[src/rtl/pipe_stage_reg.sv]
// rtl/pipe_stage_reg.sv - elastic pipeline stage register with two-entry skid buffer,
// flush-to-bubble, sticky halt and saturating flushed-entry counter.
module pipe_stage_reg #(
   parameter int               WIDTH     = 32,
   parameter logic [WIDTH-1:0] NOP_VALUE = '0,
   parameter int               DROP_W    = 8
) (
   input  logic              CLK,
   input  logic              RST,
   input  logic              in_valid,
   output logic              in_ready,
   input  logic [WIDTH-1:0]  in_data,
   input  logic              in_halt,
   output logic              out_valid,
   input  logic              out_ready,
   output logic [WIDTH-1:0]  out_data,
   output logic              out_halt,
   input  logic              flush,
   output logic              halted,
   output logic [DROP_W-1:0] drop_cnt
);

   localparam logic [DROP_W+1:0] DROP_MAX = {2'b00, {DROP_W{1'b1}}};

   logic              main_v_q, main_v_d;
   logic [WIDTH-1:0]  main_data_q, main_data_d;
   logic              main_halt_q, main_halt_d;
   logic              skid_v_q, skid_v_d;
   logic [WIDTH-1:0]  skid_data_q, skid_data_d;
   logic              skid_halt_q, skid_halt_d;
   logic              halted_q, halted_d;
   logic [DROP_W-1:0] drop_q, drop_d;

   logic              accept;
   logic              pop;
   logic [1:0]        drop_num;
   logic [DROP_W+1:0] drop_sum;

   // Handshake outputs come from registered state only, so upstream never
   // sees a combinational path from out_ready.
   assign in_ready  = ~skid_v_q & ~halted_q;
   assign out_valid = main_v_q & ~halted_q;
   assign out_data  = out_valid ? main_data_q : NOP_VALUE;
   assign out_halt  = out_valid & main_halt_q;
   assign halted    = halted_q;
   assign drop_cnt  = drop_q;

   assign accept = in_valid & in_ready;
   assign pop    = out_valid & out_ready;

   always_comb begin
      main_v_d    = main_v_q;
      main_data_d = main_data_q;
      main_halt_d = main_halt_q;
      skid_v_d    = skid_v_q;
      skid_data_d = skid_data_q;
      skid_halt_d = skid_halt_q;
      halted_d    = halted_q;
      drop_d      = drop_q;
      drop_num    = 2'd0;
      drop_sum    = '0;

      if (halted_q) begin
         main_v_d = 1'b0;
         skid_v_d = 1'b0;
      end else if (flush) begin
         main_v_d = 1'b0;
         skid_v_d = 1'b0;
         if (pop && main_halt_q) begin
            halted_d = 1'b1;
         end
         drop_num = {1'b0, main_v_q & ~pop} + {1'b0, skid_v_q} + {1'b0, accept};
         drop_sum = {2'b00, drop_q} + {{DROP_W{1'b0}}, drop_num};
         drop_d   = (drop_sum > DROP_MAX) ? {DROP_W{1'b1}} : drop_sum[DROP_W-1:0];
      end else if (pop && main_halt_q) begin
         // The halt marker is the last entry to leave; anything behind it is dead.
         halted_d = 1'b1;
         main_v_d = 1'b0;
         skid_v_d = 1'b0;
      end else if (pop) begin
         if (skid_v_q) begin
            main_v_d    = 1'b1;
            main_data_d = skid_data_q;
            main_halt_d = skid_halt_q;
            skid_v_d    = 1'b0;
         end else begin
            main_v_d    = accept;
            main_data_d = in_data;
            main_halt_d = in_halt;
         end
      end else if (!main_v_q) begin
         main_v_d    = accept;
         main_data_d = in_data;
         main_halt_d = in_halt;
      end else if (accept) begin
         skid_v_d    = 1'b1;
         skid_data_d = in_data;
         skid_halt_d = in_halt;
      end
   end

   always_ff @(posedge CLK or posedge RST) begin
      if (RST) begin
         main_v_q    <= 1'b0;
         main_data_q <= NOP_VALUE;
         main_halt_q <= 1'b0;
         skid_v_q    <= 1'b0;
         skid_data_q <= NOP_VALUE;
         skid_halt_q <= 1'b0;
         halted_q    <= 1'b0;
         drop_q      <= '0;
      end else begin
         main_v_q    <= main_v_d;
         main_data_q <= main_data_d;
         main_halt_q <= main_halt_d;
         skid_v_q    <= skid_v_d;
         skid_data_q <= skid_data_d;
         skid_halt_q <= skid_halt_d;
         halted_q    <= halted_d;
         drop_q      <= drop_d;
      end
   end

endmodule

[config.mk]
export PLATFORM = sky130hd
export DESIGN_NAME = pipe_stage_reg
export DESIGN_NICKNAME = d
export VERILOG_FILES = /design/src/rtl/pipe_stage_reg.sv
export SDC_FILE = /design/constraint.sdc
export NUM_CORES = 1
export LEC_CHECK = 0
export BUFFER_PORTS_ARGS = -buffer_cell sky130_fd_sc_hd__buf_2
export CAP_MARGIN = 30
export CORE_ASPECT_RATIO = 0.7
export CORE_UTILIZATION = 45
export CTS_CLUSTER_DIAMETER = 60
export CTS_CLUSTER_SIZE = 25
export DETAILED_ROUTE_END_ITERATION = 7
export MAX_ROUTING_LAYER = met4
export PLACE_DENSITY = 0.81
export SYNTH_ARGS = -nofsm -noshare
export SYNTH_HDL_FRONTEND = slang
export SYNTH_SLANG_ARGS = --single-unit
[constraint.sdc]
create_clock -name CLK -period 2.5 [get_ports CLK]
set_input_delay 0.25 -clock CLK [delete_from_list [all_inputs] [get_ports CLK]]
set_output_delay 0.25 -clock CLK [all_outputs]
set_load 0.005 [all_outputs]
-- Word-level counts from Yosys, hierarchy flattened
Index checks and enable logic that the tools add are counted.
- flip-flop bits (word level): 77
- output and inout bits: 44
- add/sub/neg operators: 3
- bitwise operators: 11
- multiplexer cells: 22
- reductions and logical operators: 7
- equality and inequality tests: 1
- $lt $le $gt $ge: 1
- operator list (cell ; count):
    32-bit two-way mux ; 4
    1-bit two-way mux ; 17
    5-bit nonzero test ; 2
    8-bit by 2-bit adder with 9-bit output ; 1
    9-bit by 8-bit greater-than comparator with 1-bit output (second input constant) ; 1
    8-bit two-way mux ; 1
    1-bit bitwise AND ; 6
    6-bit AND reduction ; 1
    1-bit NOT ; 5
    2-bit AND reduction ; 2
    4-bit AND reduction ; 1
    1-bit by 1-bit adder with 2-bit output ; 1
    2-bit by 1-bit adder with 2-bit output ; 1
    2-bit by 1-bit != test with 1-bit output (second input constant) ; 1
    1-bit logical AND ; 1

-- Depth between registers and ports, before layout
- depth after elaboration: 10
- mapped depth: 11
- gate-level depth less buffers: 10

-- Worst setup path before layout
OpenSTA, ideal clock, no wires.
- path kind: flip-flop to flip-flop
- start: reg halted_q, in the netlist halted
- end: reg drop_q[6], in the netlist drop_cnt[6]
- data arrival time: 2.592 ns
- setup time: 0.088 ns
- path buffers: 2
- slack: -0.181 ns
- clock period less this slack: 2.681 ns
- stages on the path, launching flop included: 12
- cell sequence: dfrtp_1 -> clkbuf_1 -> o21ai_0 -> fa_1 -> inv_1 -> ha_1 -> inv_1 -> fa_1 -> and4b_1 -> clkbuf_1 -> a31oi_1 -> a41oi_1
- word-level cells in the longest chain between the ends: 10
- elaborated cells on any way between the ends: 13
- ends and longest elaborated chain (item ; RTL line ; RTL):
    from (decl) ; 31 ; logic halted_q, halted_d;
    from (signal assigned) ; 119 ; halted_q <= halted_d;
    1-bit NOT (no source line) (*) ; n/a ;
    1-bit bitwise AND ; 42 ; assign out_valid = main_v_q & ~halted_q;
    1-bit bitwise AND ; 49 ; assign pop = out_valid & out_ready;
    1-bit NOT (no source line) ; n/a ;
    1-bit bitwise AND ; 72 ; drop_num = {1'b0, main_v_q & ~pop} + {1'b0, skid_v_q} + {1'b0, accept};
    1-bit by 1-bit adder with 2-bit output ; 72 ;
    2-bit by 1-bit adder with 2-bit output ; 72 ;
    8-bit by 2-bit adder with 9-bit output ; 73 ; drop_sum = {2'b00, drop_q} + {{DROP_W{1'b0}}, drop_num};
    9-bit by 8-bit greater-than comparator with 1-bit output ; 74 ; drop_d = (drop_sum > DROP_MAX) ? {DROP_W{1'b1}} : drop_sum[DROP_W-1:0];
    8-bit two-way mux ; 74 ;
    to (signal assigned) ; 120 ; drop_q <= drop_d;
    to (decl) ; 32 ; logic [DROP_W-1:0] drop_q, drop_d;
Every way passes the cells marked *; elsewhere a longest branch is shown, timed or not.
A chain may end at the register's enable or synchronous reset.

-- Worst setup path after layout
Ends and elaborated chain as after synthesis.

==> flow_metrics.py <==
metrics = {
    "run_status": {
        "status": "complete, no violations",
    },
    "timing": {
        "hold_viol_final": 0,
        "slew_violations": 0,
        "fmax_ghz": 0.421,
        "max_slew_margin_pct": 53.5,
        "rsz0062_at_grt": "yes",
        "finalSetupViolations": 0,
        "period_share_pct": 95.0,
        "period_needed_ns": 2.37,
        "setup_tns_ns": 0,
        "worst_slew_pin_slew_ns": 0.696,
        "skew_ns": 0.00459,
    },
    "drt": {
        "drc": 0,
        "vias": 2490,
        "met1_length_um": 3670,
        "drt_iter0_drc": 133,
        "drt-wirelength-per-cell_um": 15.8,
        "ant_nets": 0,
        "vias_per_cell": 5.19,
        "wl_um": 7600,
        "drt_first_pass_iters": 4,
        "routed.top_layer": "met4",
        "wl_met2_um": 3430,
        "wl_met3_um": 434,
    },
    "global_route": {
        "grt_pass1_vias": 2520,
        "grt_pass1_wl_um": 12700,
        "grt_use_total_pct": 19.3,
        "grt_max_degree": 43,
        "antenna_found_initial": 0,
        "grt_overflow": 0,
    },
    "critical_path": {
        "slowest_stage": "fa_1",
        "cp_cell_sequence": "o21ai_2 -> fa_1 -> inv_1 -> ha_1 -> inv_1 -> fa_1 -> and4b_2 -> a31oi_1 -> a41oi_1",
        "cp-start-kind": "register",
        "crit_path_max_fanout": 6,
        "crit_type": "register to register",
        "cp-end-kind": "register",
        "arrival_ns": 2.63,
        "cpPeakStageDelay_ns": 0.43,
        "required_ns": 2.76,
    },
    "cells_and_area": {
        "layout-drive-gt1-share_pct": 57.0,
        "antenna_cells": 0,
        "fin_util_pct": 57.9,
        "fin_nets": 416,
        "syn_to_final_growth_pct": 21.5,
    },
    "synth": {
        "synth.top_cell.area_share_pct": 49.8,
        "synth.top_cells.by_area": "dfrtp_1 50%, mux2_2 26%, and2_1 5.5%",
        "ys_ff_latch": 77,
        "synth_top_area_cell": "dfrtp_1",
        "async_flop_share_pct": 100,
        "yosys-top-cells-count": "88 x mux2_2, 77 x dfrtp_1, 34 x and2_1, 11 x inv_1, 11 x mux2_4",
        "yosysMostFrequentCell": "mux2_2",
        "seq_area_frac_synth_pct": 49.8,
        "synth_cell_type_count": 35,
        "yosysWarnings": 0,
        "synth_area_per_cell_sq_um": 13.4,
        "synthCells": 288,
        "syn_area_sq_mm": 0.00387,
        "syn_nets": 330,
        "synth-main-ff-cell": "dfrtp_1",
        "synth_edf_count": 0,
    },
    "flow_run": {
        "drv_cap": 0,
    },
    "cts": {
        "cts_buffer_depth": 2,
        "path_clk_slew_ns": 0.06,
        "cts_tree": "done",
        "cts_sinks": 77,
        "clock_latency_ns": 0.34,
        "ctsRootBufferMaster": "clkbuf_16",
        "numCtsBuffers": 9,
        "htree_levels": 3,
    },
    "place": {
        "port_buffers": 81,
        "gp_congestion": 0.864,
        "dp_hpwl_um": 5040,
    },
    "power": {
        "p_sw_mw": 1.23,
        "p_leak_nw": 2.31,
        "p_per_area_mw_per_mm2": 952,
        "peakVddDrop_mv": 0.548,
        "comb_power_share_pct": 25.3,
        "intPower_mw": 3.24,
        "power.total_mw": 4.47,
        "p_clk_share_pct": 29.2,
        "switching_share_pct": 27.5,
        "power_frac_seq_pct": 45.5,
    },
    "hold_path": {
        "hp-class": "primary input to register",
    },
    "die": {
        "die_x_um": 113,
        "die_area_sq_mm": 0.00897,
        "start_util_pct": 47.7,
        "ios": 82,
        "fp.coreArea_sq_mm": 0.00811,
        "row_count": 27,
        "die_h_um": 79.6,
    },
}
[cells by family (layout without fill, tap and decap cells)]
group,count (synthesis),in the layout,synth area share [%]
multiplexers,101,101,30.4
flip-flops,77,77,49.8
AND/OR/NAND/NOR,62,62,10.4
AO/OA/AOI/OAI,16,16,3.07
buffers and inverters,28,119,4.60
adder cells (fa/ha/maj),4,4,1.68
[cells in the final DEF, fill, tap and decap left out, types with 3 or more instances in the layout]
master,n
and2_1,34
a31oi_1,3
buf_2,81
dfrtp_1,76
nand2_1,3
a21oi_1,5
buf_12,3
nand3_1,4
nor2_1,7
clkinvlp_4,4
inv_1,10
mux2_4,11
buf_4,7
clkbuf_16,9
mux2_2,88
[registers in the layout (all words and copies together) (netlist names)]
name and count:
main_halt_q 1, main_data_q 32, skid_halt_q 1, skid_v_q 1
drop_cnt 8, main_v_q 1, skid_data_q 32, halted 1
[through the flow]
step	instances	cell area (sq um)	setup WS (ns)	hold WS, ns
after floorplan	288	3870	0.0218	0.334
after global placement	462	4360	0.142	0.481
after detailed placement	462	4360	0.0861	0.488
after CTS	478	4660	0.0695	0.142
after global routing	480	4700	-0.0186	0.146
final	480	4700	0.126	0.153
[area by class of cell]
class | count | area [sq um]
multi-input cells | 183 | 1770
well taps | 101 | 126
repair buffers | 92 | 528
clock buffers | 11 | 243
fillers | 654 | 3410
clock inverters | 5 | 60.1
inverters | 11 | 41.3
flip-flops and latches | 77 | 1930
[final timing paths]
| kind | to | cells after the start | startpoint | slack (ns) |
|---|---|---|---|---|
| min in group asynchronous | skid_data_q[8] | 3 | RST | 0.34 |
| max in group asynchronous | skid_data_q[13] | 5 | RST | 1.49 |
| worst min register to register | main_data_q[30] | 1 | main_data_q[30] | 0.50 |
| worst min-delay path | skid_data_q[1] | 2 | in_data[1] | 0.15 |
| worst max register to register | drop_cnt[6] | 9 | halted | 0.13 |
| worst max-delay path | drop_cnt[6] | 9 | halted | 0.13 |
[what timing repair did]
item                                    CTS  global route
endpoints found under the setup margin    0             8
hold endpoints to repair                  0             3
hold buffers                              0             1
gates resized for setup                   0             2
buffers inserted                          0             0
[critical path, delay by kind of cell, from the launching register on]
| family | cells | cell delay, ns |
|---|---|---|
| buffers and inverters | 2 | 0.12 |
| DFF | 1 | 0.38 |
| and+or+nand+nor | 1 | 0.37 |
| adders and majority gates | 3 | 0.98 |
| AOI/OAI and AO/OA | 3 | 0.44 |
[metal layers]
metal,track usage [%],vias to the layer above
met5,-,-
met3,6.30,8
met4,5.20,0
met2,29.3,73
met1,24.9,1228
li1,-,1181
[power by group through the flow]
stage               clock, mW  combinational [mW]  sequential (mW)
global placement            0                1.09             2.01
detailed placement          0                1.13             2.05
floorplan                   0               0.883             1.96
finish                   1.30                1.13             2.03
CTS                      1.34                1.14             2.03
global route             1.39                1.25             2.11
Power figures use the tool's default switching activity.
